$ cat src/rtl/jescpu_core.sv
// jescpu_core: parametrised memory-to-memory CPU core.
//
// Every instruction reads its opcode and operand words from an external RAM.
// The operand words are addresses. Results go back to RAM or to an output
// channel. The core advances only on clk edges where step_en is high.
//
// Configuration macro: JESCPU_SHIFT_EN
//   When it is defined, opcodes 12 (SHL) and 13 (SHR) are legal.
//   When it is undefined, those opcodes halt the core like any other illegal
//   opcode.
//
// Opcodes: 0 NOP, 1 COPY, 2 ADD, 3 SUB, 4 XOR, 5 AND, 6 OR, 7 NOT, 8 JMP,
//          9 JZ, 10 OUT, 11 IN, [12 SHL, 13 SHR]
//
// Ports:
//   clk, rst     system clock; synchronous active-high reset
//   step_en      enables one state step on this clk edge
//   mem_addr     registered RAM address
//   mem_wdata    registered RAM write data
//   mem_we       registered RAM write enable
//   mem_rdata    RAM read data for the current mem_addr
//   in_data      input channel 0, sampled when IN executes
//   out_data     NUM_OUT channels of WIDTH bits; channel k at [k*WIDTH +: WIDTH]
//   out_strobe   one-clk pulse on channel k when that channel is written
//   halted       high in the HALT state
//   dbg_pc       program counter
//   dbg_opcode   latched opcode
//   dbg_state    current state encoding
module jescpu_core #(
  parameter int WIDTH   = 8,
  parameter int NUM_OUT = 4
) (
  input  logic                     clk,
  input  logic                     rst,
  input  logic                     step_en,
  output logic [WIDTH-1:0]         mem_addr,
  output logic [WIDTH-1:0]         mem_wdata,
  output logic                     mem_we,
  input  logic [WIDTH-1:0]         mem_rdata,
  input  logic [WIDTH-1:0]         in_data,
  output logic [NUM_OUT*WIDTH-1:0] out_data,
  output logic [NUM_OUT-1:0]       out_strobe,
  output logic                     halted,
  output logic [WIDTH-1:0]         dbg_pc,
  output logic [WIDTH-1:0]         dbg_opcode,
  output logic [3:0]               dbg_state
);

  localparam logic [3:0] S_PREFETCH = 4'd0;
  localparam logic [3:0] S_OPCODE   = 4'd1;
  localparam logic [3:0] S_OP1      = 4'd2;
  localparam logic [3:0] S_OP2      = 4'd3;
  localparam logic [3:0] S_IND1     = 4'd4;
  localparam logic [3:0] S_IND2     = 4'd5;
  localparam logic [3:0] S_EXEC     = 4'd6;
  localparam logic [3:0] S_HALT     = 4'd15;

  localparam logic [WIDTH-1:0] OP_NOP  = WIDTH'(0);
  localparam logic [WIDTH-1:0] OP_COPY = WIDTH'(1);
  localparam logic [WIDTH-1:0] OP_ADD  = WIDTH'(2);
  localparam logic [WIDTH-1:0] OP_SUB  = WIDTH'(3);
  localparam logic [WIDTH-1:0] OP_XOR  = WIDTH'(4);
  localparam logic [WIDTH-1:0] OP_AND  = WIDTH'(5);
  localparam logic [WIDTH-1:0] OP_OR   = WIDTH'(6);
  localparam logic [WIDTH-1:0] OP_NOT  = WIDTH'(7);
  localparam logic [WIDTH-1:0] OP_JMP  = WIDTH'(8);
  localparam logic [WIDTH-1:0] OP_JZ   = WIDTH'(9);
  localparam logic [WIDTH-1:0] OP_OUT  = WIDTH'(10);
  localparam logic [WIDTH-1:0] OP_IN   = WIDTH'(11);
`ifdef JESCPU_SHIFT_EN
  localparam logic [WIDTH-1:0] OP_SHL  = WIDTH'(12);
  localparam logic [WIDTH-1:0] OP_SHR  = WIDTH'(13);
  localparam logic [WIDTH-1:0] OP_LAST = OP_SHR;
`else
  localparam logic [WIDTH-1:0] OP_LAST = OP_IN;
`endif

  logic [3:0]       state;
  logic [WIDTH-1:0] pc, opcode, operand1, operand2, value1, value2;
  logic [WIDTH-1:0] pc_plus1, pc_plus2, pc_plus3;
  logic [WIDTH-1:0] exec_wdata, exec_pc;
  logic             one_operand, writes_mem;

  assign pc_plus1 = pc + WIDTH'(1);
  assign pc_plus2 = pc + WIDTH'(2);
  assign pc_plus3 = pc + WIDTH'(3);

  // Single-operand read-modify-write instructions take the NOT path:
  // operand 1 is both the source address and the target address.
`ifdef JESCPU_SHIFT_EN
  assign one_operand = (opcode == OP_NOT) || (opcode == OP_SHL) || (opcode == OP_SHR);
`else
  assign one_operand = (opcode == OP_NOT);
`endif

  assign writes_mem = ((opcode >= OP_COPY) && (opcode <= OP_NOT)) ||
                      (opcode == OP_IN) || (one_operand && (opcode != OP_NOT));

  // Result word and next pc for the EXEC step.
  always_comb begin
    exec_wdata = value2;
    exec_pc    = pc_plus3;
    case (opcode)
      OP_ADD: exec_wdata = value1 + value2;
      OP_SUB: exec_wdata = value1 - value2;
      OP_XOR: exec_wdata = value1 ^ value2;
      OP_AND: exec_wdata = value1 & value2;
      OP_OR:  exec_wdata = value1 | value2;
      OP_NOT: begin
        exec_wdata = ~value1;
        exec_pc    = pc_plus2;
      end
`ifdef JESCPU_SHIFT_EN
      OP_SHL: begin
        exec_wdata = {value1[WIDTH-2:0], 1'b0};
        exec_pc    = pc_plus2;
      end
      OP_SHR: begin
        exec_wdata = {1'b0, value1[WIDTH-1:1]};
        exec_pc    = pc_plus2;
      end
`endif
      OP_IN:  exec_wdata = (operand2 == '0) ? in_data : '0;
      OP_JMP: exec_pc = operand1;
      OP_JZ:  exec_pc = (value1 == '0) ? operand2 : pc_plus3;
      default: exec_wdata = value2;
    endcase
  end

  always_ff @(posedge clk) begin
    if (rst) begin
      state      <= S_PREFETCH;
      pc         <= '0;
      opcode     <= '0;
      operand1   <= '0;
      operand2   <= '0;
      value1     <= '0;
      value2     <= '0;
      mem_addr   <= '0;
      mem_wdata  <= '0;
      mem_we     <= 1'b0;
      out_data   <= '0;
      out_strobe <= '0;
      halted     <= 1'b0;
    end else begin
      // The strobe is a single clk pulse whether or not the core is stepping.
      out_strobe <= '0;
      if (step_en) begin
        case (state)
          S_PREFETCH: begin
            mem_addr <= pc;
            mem_we   <= 1'b0;
            state    <= S_OPCODE;
          end
          S_OPCODE: begin
            opcode <= mem_rdata;
            if (mem_rdata == OP_NOP) begin
              pc    <= pc_plus1;
              state <= S_PREFETCH;
            end else if (mem_rdata > OP_LAST) begin
              halted <= 1'b1;
              state  <= S_HALT;
            end else begin
              mem_addr <= pc_plus1;
              state    <= S_OP1;
            end
          end
          S_OP1: begin
            operand1 <= mem_rdata;
            if (one_operand) begin
              mem_addr <= mem_rdata;
              state    <= S_IND1;
            end else if (opcode == OP_JMP) begin
              state <= S_EXEC;
            end else begin
              mem_addr <= pc_plus2;
              state    <= S_OP2;
            end
          end
          S_OP2: begin
            operand2 <= mem_rdata;
            if (opcode == OP_COPY) begin
              mem_addr <= mem_rdata;
              state    <= S_IND2;
            end else if (opcode == OP_IN) begin
              state <= S_EXEC;
            end else begin
              mem_addr <= operand1;
              state    <= S_IND1;
            end
          end
          S_IND1: begin
            value1 <= mem_rdata;
            if (one_operand || (opcode == OP_JZ) || (opcode == OP_OUT)) begin
              state <= S_EXEC;
            end else begin
              mem_addr <= operand2;
              state    <= S_IND2;
            end
          end
          S_IND2: begin
            value2 <= mem_rdata;
            state  <= S_EXEC;
          end
          S_EXEC: begin
            pc    <= exec_pc;
            state <= S_PREFETCH;
            // The write stays asserted until the next enabled PREFETCH.
            if (writes_mem) begin
              mem_addr  <= operand1;
              mem_wdata <= exec_wdata;
              mem_we    <= 1'b1;
            end
            // An out-of-range channel number matches no k and is ignored.
            if (opcode == OP_OUT) begin
              for (int k = 0; k < NUM_OUT; k++) begin
                if (operand2 == WIDTH'(k)) begin
                  out_data[k*WIDTH +: WIDTH] <= value1;
                  out_strobe[k]              <= 1'b1;
                end
              end
            end
          end
          S_HALT: state <= S_HALT;
          default: begin
            halted <= 1'b1;
            state  <= S_HALT;
          end
        endcase
      end
    end
  end

  assign dbg_pc     = pc;
  assign dbg_opcode = opcode;
  assign dbg_state  = state;

endmodule

$ cat config.mk
export PLATFORM = sky130hd
export DESIGN_NAME = jescpu_core
export DESIGN_NICKNAME = d
export VERILOG_FILES = /design/src/rtl/jescpu_core.sv
export SDC_FILE = /design/constraint.sdc
export NUM_CORES = 1
export LEC_CHECK = 0
export ABC_AREA = 1
export ABC_CLOCK_PERIOD_IN_PS = 3260
export CORE_MARGIN = 2
export CORE_UTILIZATION = 30
export CTS_BUF_LIST = sky130_fd_sc_hd__clkbuf_8
export CTS_CLUSTER_SIZE = 12
export DETAILED_ROUTE_END_ITERATION = 8
export SLEW_MARGIN = 20
export SYNTH_ARGS = -nofsm -noshare
export SYNTH_HDL_FRONTEND = slang
export SYNTH_SLANG_ARGS = --single-unit
$ cat constraint.sdc
create_clock -name clk -period 3.26 [get_ports clk]
set_input_delay 0.489 -clock clk [delete_from_list [all_inputs] [get_ports clk]]
set_output_delay 0.489 -clock clk [all_outputs]
set_load 0.05 [all_outputs]
==> flow_summary.ini, run 1 <==
[power_and_ir_drop]
switchingPower_mw = 1.13
power_density_mw_per_mm2 = 391
comb_power_share = 0.259
swShare = 0.358
p_clk_frac = 0.301
seqPwrFrac = 0.441
power.internal_mw = 2.03
power.static_leakage_nw = 3.46
peakVddDrop_v = 0.000202

[worst_setup_path]
reg2reg_slack_ns = 0.68
cp.required_ns = 3.60
reg2reg_to = mem_wdata[6]$_SDFFE_PP0P_
crit_fanout = 10
startpoint = dbg_opcode[6]$_SDFFE_PP0P_
rr_worst_depth = 16
r2r-start = dbg_opcode[6]$_SDFFE_PP0P_
path_class = flop to flop
crit_end = mem_wdata[6]$_SDFFE_PP0P_
cp-start-kind = flop
endpoint_kind = flop
cp.arrival_ns = 2.92

[synthesis]
yosysTopAreaCell = dfxtp_1
synthesis.area_mm2 = 0.00664
async_flop_share = 0
synth.area.top_cells = dfxtp_1, nand2_1, nor2_1, o21ai_0, inv_1
synth_cells = 1013
synth.ff_latch_count = 106
synth.distinct_cells = 44
synth.avg_cell_area_um2 = 6.56
synthFlopType = dfxtp_1
synth_edf_count = 0
syn_nets = 1061
ys_seq_area_frac = 0.319
synth_top_cell_area_share = 0.319
synth_warnings = 0

[detailed_routing]
drtPass1Iterations = 7
drt_wl_total_um = 23300
drt_iter0_drc = 600
viasPerCell = 4.99
post_drt_wl_per_cell_um = 16.8
drc = 0
postRouteAntennaNets = 0
vias = 6901

[final_layout]
syn2layout_area_growth_pct = 21.6
antenna_cells = 0
drive_above_1_share = 0.0671
fillCellCount = 2407
finalNonFillerCells = 1383
fin_nets = 1146

[clock_tree]
postCtsSetupRepairBufs = 0
root_buffer = clkbuf_8
clock_latency_ns = 0.40
cts_made_buffers = 9
post_cts_resized = 0
path_clk_slew_ns = 0.12
htree_levels = 3
clockBufferDepth = 2
cts_sinks = 106
tritoncts = done
hold_buffers = 0

[place]
place_inst = 1367
portBuffers = 92
gp_congestion = 0.922
dp_hpwl_um = 17500

[status]
status = finished, final reports clean

[die]
die_x_um = 153
core_mm2 = 0.0218
dieArea_mm2 = 0.0233
start_util = 0.305
die_h_um = 153
io_pins = 93
rows = 54

[sta]
finalSetupTns_ns = 0
tightest_slew_ns = 0.946
finalMaxSlewViolations = 0
whs_ns = 0.472
min_period_ns = 2.58
final.period_utilization = 0.793
fin_skew_ns = 0.0186
setup-violations-final = 0
max_freq_mhz = 387
rsz0062_at_grt = no
slew_headroom = 0.364
hold_viol = 0

[grt]
grt_pass1_wl_um = 37000
grtUsageTotal = 0.199
grt_max_degree = 55
grt-ovfl-total = 0
grt_pass1_vias = 6702
antenna_found_initial = 0

[min_path]
hp-class = flop to flop
worstHoldStart = mem_wdata[7]$_SDFFE_PP0P_
min_path_cells = 2

[job]
max-cap-violations = 0
==> power by group through the flow <==
stage               combinational [mW]  sequential [mW]  clock (mW)
global route                     0.909             1.40        1.01
finish                           0.818             1.39       0.950
detailed placement               0.811             1.42           0
global placement                 0.810             1.42           0
CTS                              0.814             1.39       0.974
floorplan                        0.456             1.52           0
==> cell usage after synthesis, types with 3 or more instances <==
library cell / count
clkbuf_1: 15
nand2_1: 244
a21oi_1: 66
nand3_1: 75
nand2_4: 3
nor3_1: 6
nor2_2: 8
nor2_1: 139
o22ai_1: 6
o21ai_0: 81
a211oi_1: 27
nor2_4: 6
nor3_4: 3
dfxtp_1: 106
inv_1: 103
o211ai_1: 7
ha_1: 28
inv_2: 8
nor4_1: 4
nand4_1: 15
a211oi_2: 6
xor2_1: 13
clkinv_1: 5
nand2_2: 3
buf_2: 10
buf_6: 3
nand3b_1: 3
==> critical path, cell delays in order, from the launching register on <==
cell and delay (ns):
dfxtp_1 0.34, nor2_2 0.20, nand2_4 0.14, inv_2 0.16, nand2_1 0.17, o21ai_0 0.17, xor2_1 0.17, ha_1 0.31
nand2_1 0.10, inv_1 0.05, o21ai_0 0.23, nand3_1 0.11, nand2_1 0.07, nand3_1 0.06, nand3_1 0.08, nand2_1 0.06
a21oi_1 0.10
==> layout by cell type, fill, tap and decap left out, types with 9 or more instances in the layout <==
cell             Yosys  final
nand2_1            244    244
nor2_1             139    139
dfxtp_1            106    106
inv_1              103    103
clkdlybuf4s50_1      0     91
o21ai_0             81     81
nand3_1             75     75
a21oi_1             66     66
ha_1                28     28
a211oi_1            27     27
nand4_1             15     15
xor2_1              13     13
buf_4                1     13
clkbuf_8             0      9
==> state kept, by name, summed over array words and instances, names as in the netlist, 8 cells and up <==
signal,flops
operand2,8
dbg_opcode,8
mem_addr,8
mem_wdata,8
value2,8
value1,8
operand1,8
dbg_pc,8
out_data,32
==> final cells by class <==
| type | count | area, um^2 | area share |
|---|---|---|---|
| tap | 280 | 350 | 0.0434 |
| clock buffer | 9 | 124 | 0.0153 |
| clock inverter | 7 | 101 | 0.0126 |
| timing repair buffer | 105 | 1010 | 0.126 |
| inverter | 117 | 442 | 0.0547 |
| sequential | 106 | 2120 | 0.263 |
| multi-input combinational | 759 | 3920 | 0.486 |
==> per-stage QoR <==
stage | worst slack, ns | util | instance area [um^2] | power [mW]
floorplan | 0.628 | - | 6640 | 1.97
global placement | 0.704 | 0.361 | 7850 | 2.23
detailed placement | 0.672 | 0.361 | 7850 | 2.23
CTS | 0.671 | 0.371 | 8080 | 3.18
global route | 0.258 | 0.371 | 8080 | 3.32
finish | 0.676 | 0.371 | 8080 | 3.16
==> kinds of logic after synthesis <==
family / count (synthesis) / share of synthesized area
AO/OA/AOI/OAI: 200 / 0.174
XOR/XNOR: 15 / 0.0198
adder cells (fa/ha/maj): 29 / 0.0558
buffers and inverters: 148 / 0.0900
flip-flops: 106 / 0.319
AND/OR/NAND/NOR: 515 / 0.341
==> how the worst min path moves through the flow <==
stage                           endpoint  slack (ns)
2_1_floorplan   operand1[0]$_SDFFE_PP0P_        0.44
3_3_place_gp         halted$_SDFFE_PP0P_        0.45
3_5_place_dp         mem_we$_SDFFE_PP0P_        0.46
4_1_cts              mem_we$_SDFFE_PP0P_        0.47
5_1_grt              mem_we$_SDFFE_PP0P_        0.49
6_report       mem_wdata[7]$_SDFFE_PP0P_        0.47
==> metal layers <==
metal / track usage / share of wire / wire (um)
met1: 0.256 / 0.43 / 10100
met2: 0.336 / 0.48 / 11100
met3: 0.0310 / 0.059 / 1380
met4: 0.0776 / 0.030 / 699
met5: 0 / 0 / 0
Power figures use the tool's default switching activity.
==> run 2: changes to the inputs <==
--- a/config.mk
+++ b/config.mk
@@ -6,7 +6,7 @@
 export NUM_CORES = 1
 export LEC_CHECK = 0
 export ABC_AREA = 1
-export ABC_CLOCK_PERIOD_IN_PS = 3260
+export ABC_CLOCK_PERIOD_IN_PS = 2400
 export CORE_MARGIN = 2
 export CORE_UTILIZATION = 30
 export CTS_BUF_LIST = sky130_fd_sc_hd__clkbuf_8
==> constraint.sdc (replaced) <==
create_clock -name clk -period 2.4 [get_ports clk]
set_input_delay 0.36 -clock clk [delete_from_list [all_inputs] [get_ports clk]]
set_output_delay 0.36 -clock clk [all_outputs]
set_load 0.05 [all_outputs]
==> run 2 against run 1 <==
  * Non-clock buffer count is 48 higher
  * Flip-flop and latch count stayed put
  * First-iteration DRC count is 15% lower
  * Clock-buffer cell count is 1 higher
  * Clock skew is 0.0040 ns lower
  * Critical path depth is 1 higher
  * Clock power is 26% higher
  * Via count is 3.4% higher
  * Global-route usage is 0.15 points higher
  * Cell count is 3.4% higher
  * Critical path type unchanged
  * Critical endpoint is now mem_wdata[7]$_SDFFE_PP0P_
  * Highest routed layer unchanged
==> flow_summary.ini, run 2 (synthesized netlist as in run 1, its figures left out) <==
[worst_setup_path]
critPathMaxStageDelay_ns = 0.37
endpoint_kind = flop
worstPathCellList = inv_4, ha_4, inv_2, nor3_4, a21oi_4, xor2_1, ha_1, nand2_1, nand2_2, a21oi_2, nand2_1, inv_1, nand2_1, nand3_2, nand2_1, nand2_1, a21oi_1
path_delay_family = simple AND/OR/NAND/NOR gates
path_class = flop to flop
cp.arrival_ns = 2.58
critPathBufInv = 3
path_common_cell = nand2_1
critPathSlowestCell = dfxtp_4
cp-start-kind = flop
crit_fanout = 4
cp.required_ns = 2.67

[grt]
grtUsageTotal = 0.201
grt-ovfl-total = 0
grt_pass1_wl_um = 37100
grt_max_degree = 53
antenna_found_initial = 0
grt_pass1_vias = 6648

[clock_tree]
clock_latency_ns = 0.40
clockBufferDepth = 2
cts_made_buffers = 9
path_clk_slew_ns = 0.11
cts_sinks = 106
tritoncts = done
root_buffer = clkbuf_8
htree_levels = 3

[sta]
final.period_utilization = 0.962
tightest_slew_ns = 0.693
slew_headroom = 0.538
max_freq_mhz = 433
min_period_ns = 2.31
hold_viol = 0
finalMaxSlewViolations = 0
rsz0062_at_grt = yes
setup_slack_ns = 0.0910
setup-violations-final = 0
fin_skew_ns = 0.0145
whs_ns = 0.470

[status]
status = finished, final reports clean

[detailed_routing]
postRouteAntennaNets = 0
drc = 0
viasPerCell = 4.99
drt_wl_total_um = 24000
post_drt_wl_per_cell_um = 16.8
drtPass1Iterations = 7
vias = 7138
drt_iter0_drc = 512

[final_layout]
fillCellCount = 2356
fin_nets = 1194
drive_above_1_share = 0.133
largest_reg_flops = 32
layout_common_cells = nand2_1, nor2_1, inv_1, dfxtp_1, clkdlybuf4s50_1
final_util = 0.393
finalNonFillerCells = 1430
layout.cells.most_common = nand2_1
top_register = out_data
antenna_cells = 0
syn2layout_area_growth_pct = 28.6

[die]
core_mm2 = 0.0218
start_util = 0.305
dieArea_mm2 = 0.0233
die_x_um = 153
rows = 54
die_h_um = 153
io_pins = 93

[power_and_ir_drop]
power_density_mw_per_mm2 = 507
peakVddDrop_v = 0.000254
power.static_leakage_nw = 3.72

[place]
dp_slack_ns = -0.0928
dp_hpwl_um = 18300
portBuffers = 92
gp_congestion = 0.938
place_inst = 1410

[job]
max-cap-violations = 0

[min_path]
hp-class = flop to flop
==> run 2: changes by cell type in the layout (fill, tap and decap cells not counted), sizes merged <==
cell      before  now
buf           14   62
clkinv         7    5
clkbuf         9   10
clkinvlp       1    2
bufinv         2    1
==> run 2: timing repair <==
action | CTS | global route
buffers inserted | 0 | 5
endpoints found under the setup margin | 3 | 7
resized for setup | 3 | 34
pin swaps | 0 | 18
hold buffers | 0 | 0
hold endpoints to repair | 0 | 0
==> run 2: worst register-to-register path: stages, from the launching register on <==
cell     delay [ns]
dfxtp_4        0.37
inv_4          0.07
ha_4           0.12
inv_2          0.04
nor3_4         0.27
a21oi_4        0.07
xor2_1         0.17
ha_1           0.37
nand2_1        0.11
nand2_2        0.07
a21oi_2        0.13
nand2_1        0.07
inv_1          0.05
nand2_1        0.06
nand3_2        0.05
nand2_1        0.05
nand2_1        0.05
a21oi_1        0.05
==> run 2: per-layer routing <==
| layer | wire (um) | GRT usage | vias to the layer above | part of all wire |
|---|---|---|---|---|
| met5 | 0 | 0 | - | 0 |
| met4 | 865 | 0.0855 | 0 | 0.036 |
| met3 | 1180 | 0.0316 | 53 | 0.049 |
| met2 | 11200 | 0.334 | 218 | 0.47 |
| met1 | 10700 | 0.258 | 3278 | 0.45 |
| li1 | - | - | 3589 | - |
==> run 2: path summary, 6_finish.rpt <==
check                                            start                         to  slack (ns)  depth (start not counted)
worst max-delay path            value2[1]$_SDFFE_PP0P_  mem_wdata[7]$_SDFFE_PP0P_        0.09                         17
worst min-delay path               mem_we$_SDFFE_PP0P_        mem_we$_SDFFE_PP0P_        0.47                          2
worst max register to register  value2[1]$_SDFFE_PP0P_  mem_wdata[7]$_SDFFE_PP0P_        0.09                         17
worst min register to register     mem_we$_SDFFE_PP0P_        mem_we$_SDFFE_PP0P_        0.47                          2
==> run 2: area by class of cell <==
| class | instances | area (um^2) | share of cell area |
|---|---|---|---|
| clock buffers | 10 | 138 | 0.0161 |
| clock inverters | 5 | 62.6 | 0.00732 |
| inverters | 117 | 447 | 0.0523 |
| multi-input cells | 759 | 4030 | 0.471 |
| flip-flops and latches | 106 | 2140 | 0.251 |
| well taps | 280 | 350 | 0.0410 |
| repair buffers | 153 | 1370 | 0.161 |
==> run 2: report_power, final <==
group / internal, mW / switching [mW]
Sequential: 1.82 / 0.0630
Clock: 0.514 / 0.688
Combinational: 0.409 / 0.835
==> run 2: metrics by stage <==
step	area [um^2]	setup TNS (ns)	power (mW)
final	8540	0	4.33
after CTS	8400	0	4.32
after global routing	8540	-0.222	4.55
after global placement	8190	-0.194	3.11
after floorplan	6660	0	2.68
after detailed placement	8190	-0.140	3.11
==> run 3: changes to the inputs <==
--- a/config.mk
+++ b/config.mk
@@ -8,10 +8,11 @@
 export ABC_AREA = 1
 export ABC_CLOCK_PERIOD_IN_PS = 2400
 export CORE_MARGIN = 2
-export CORE_UTILIZATION = 30
+export CORE_UTILIZATION = 57
 export CTS_BUF_LIST = sky130_fd_sc_hd__clkbuf_8
 export CTS_CLUSTER_SIZE = 12
 export DETAILED_ROUTE_END_ITERATION = 8
+export PLACE_DENSITY = 0.83
 export SLEW_MARGIN = 20
 export SYNTH_ARGS = -nofsm -noshare
 export SYNTH_HDL_FRONTEND = slang
==> run 3 against run 2 <==
  * Clock skew up 0.0012 ns
  * Register-to-register slack better by 0.03 ns
  * Critical path depth is 1 lower
==> flow_summary.ini, run 3 (synthesized netlist as in run 1, its figures left out) <==
[status]
status = finished, final reports clean

[sta]
finalMaxSlewViolations = 0
whs_ns = 0.468
slew_headroom = 0.573
rsz0062_at_grt = yes
hold_viol = 0
final.period_utilization = 0.949
fin_skew_ns = 0.0158
min_period_ns = 2.28
tightest_slew_ns = 0.640
max_freq_mhz = 439
setup-violations-final = 0
finalSetupTns_ns = 0
setup_slack_ns = 0.122

[place]
place_area_mm2 = 0.00797
gp_congestion = 1.04
portBuffers = 92
dp_hpwl_um = 16400
dp_slack_ns = -0.0586

[final_layout]
top_register = out_data
design_area_mm2 = 0.00828
layout.cells.most_common = nand2_1
drive_above_1_share = 0.121
antenna_cells = 0
syn2layout_area_growth_pct = 24.7
fin_nets = 1188
layout_common_cells = nand2_1, nor2_1, inv_1, dfxtp_1, clkdlybuf4s50_1
largest_reg_flops = 32
fillCellCount = 1033

[worst_setup_path]
worstPathCellList = inv_2, buf_4, nand2_1, o21ai_4, nand2_1, xor2_1, ha_1, nand2_1, nor2_1, nand2_1, nand2_1, nand3_1, nand3_1, nand2_1, nand2_1, a21oi_1
critPathMaxStageDelay_ns = 0.37
critPathSlowestCell = ha_1
crit_fanout = 5
path_class = flop to flop
reg2reg_slack_ns = 0.12
cp.required_ns = 2.66
cp.arrival_ns = 2.54
path_common_cell = nand2_1
cp-start-kind = flop
endpoint_kind = flop

[detailed_routing]
drt_wl_total_um = 21800
viasPerCell = 5.75
post_drt_wl_per_cell_um = 16.9
postRouteAntennaNets = 0
drtPass1Iterations = 5
drt_iter0_drc = 710
drc = 0
vias = 7406

[clock_tree]
cts_sinks = 106
clock_latency_ns = 0.39
clockBufferDepth = 2
root_buffer = clkbuf_8
path_clk_slew_ns = 0.11
cts_made_buffers = 9
htree_levels = 3
tritoncts = done

[die]
start_util = 0.582
io_pins = 93
die_x_um = 112
dieArea_mm2 = 0.0125
die_h_um = 112
core_mm2 = 0.0114
rows = 39

[min_path]
hp-class = flop to flop

[power_and_ir_drop]
power_density_mw_per_mm2 = 506
peakVddDrop_v = 0.000491
power.static_leakage_nw = 3.67

[job]
max-cap-violations = 0

[grt]
grt_pass1_wl_um = 34800
antenna_found_initial = 0
grt-ovfl-total = 0
grt_max_degree = 53
grt_pass1_vias = 6916
grtUsageTotal = 0.348
[run 3: final timing paths]
kind,startpoint,end,cells after the start
worst min register to register,mem_wdata[3]$_SDFFE_PP0P_,mem_wdata[3]$_SDFFE_PP0P_,2
worst max-delay path,value2[1]$_SDFFE_PP0P_,mem_wdata[7]$_SDFFE_PP0P_,16
worst max register to register,value2[1]$_SDFFE_PP0P_,mem_wdata[7]$_SDFFE_PP0P_,16
worst min-delay path,mem_wdata[3]$_SDFFE_PP0P_,mem_wdata[3]$_SDFFE_PP0P_,2
[run 3: stage by stage]
| stage | power (mW) | instances | util |
|---|---|---|---|
| finish | 4.19 | 1288 | 0.725 |
| detailed placement | 3.08 | 1264 | 0.698 |
| global route | 4.38 | 1288 | 0.725 |
| floorplan | 2.68 | 1013 | - |
| CTS | 4.11 | 1280 | 0.714 |
| global placement | 3.07 | 1264 | 0.698 |
[run 3: critical path: cells and delay by family (launching register included)]
family	cells	cell delay [ns]
buffers and inverters	2	0.21
xor gates and xnor gates	1	0.14
AOI/OAI and AO/OA	2	0.21
DFF	1	0.34
and+or+nand+nor	10	0.87
adders and majority gates	1	0.37
[run 3: what timing repair did]
action	4_1_cts	5_1_grt
pin swaps	0	14
resized for setup	4	22
setup buffers	0	8
hold buffers	0	0
setup endpoints to repair	2	6
[run 3: cell type report]
cell class / instances / area, um^2 / share of cell area
clock buffer: 10 / 138 / 0.0166
timing repair buffer: 147 / 1340 / 0.162
sequential: 106 / 2140 / 0.259
multi-input combinational: 759 / 4000 / 0.483
tap: 143 / 179 / 0.0216
inverter: 117 / 444 / 0.0536
clock inverter: 6 / 41.3 / 0.00499
[run 3: layer usage]
metal / vias up / global-route usage / share of wire
li1: 3586 / - / -
met1: 3340 / 0.426 / 0.40
met2: 398 / 0.566 / 0.46
met3: 82 / 0.0833 / 0.087
met4: 0 / 0.187 / 0.047
met5: - / 0 / 0
[run 3: report_power, final]
group          internal (mW)  switching [mW]
clock                  0.409           0.657
combinational          0.407           0.824
sequential              1.82          0.0640
total                   2.64            1.54
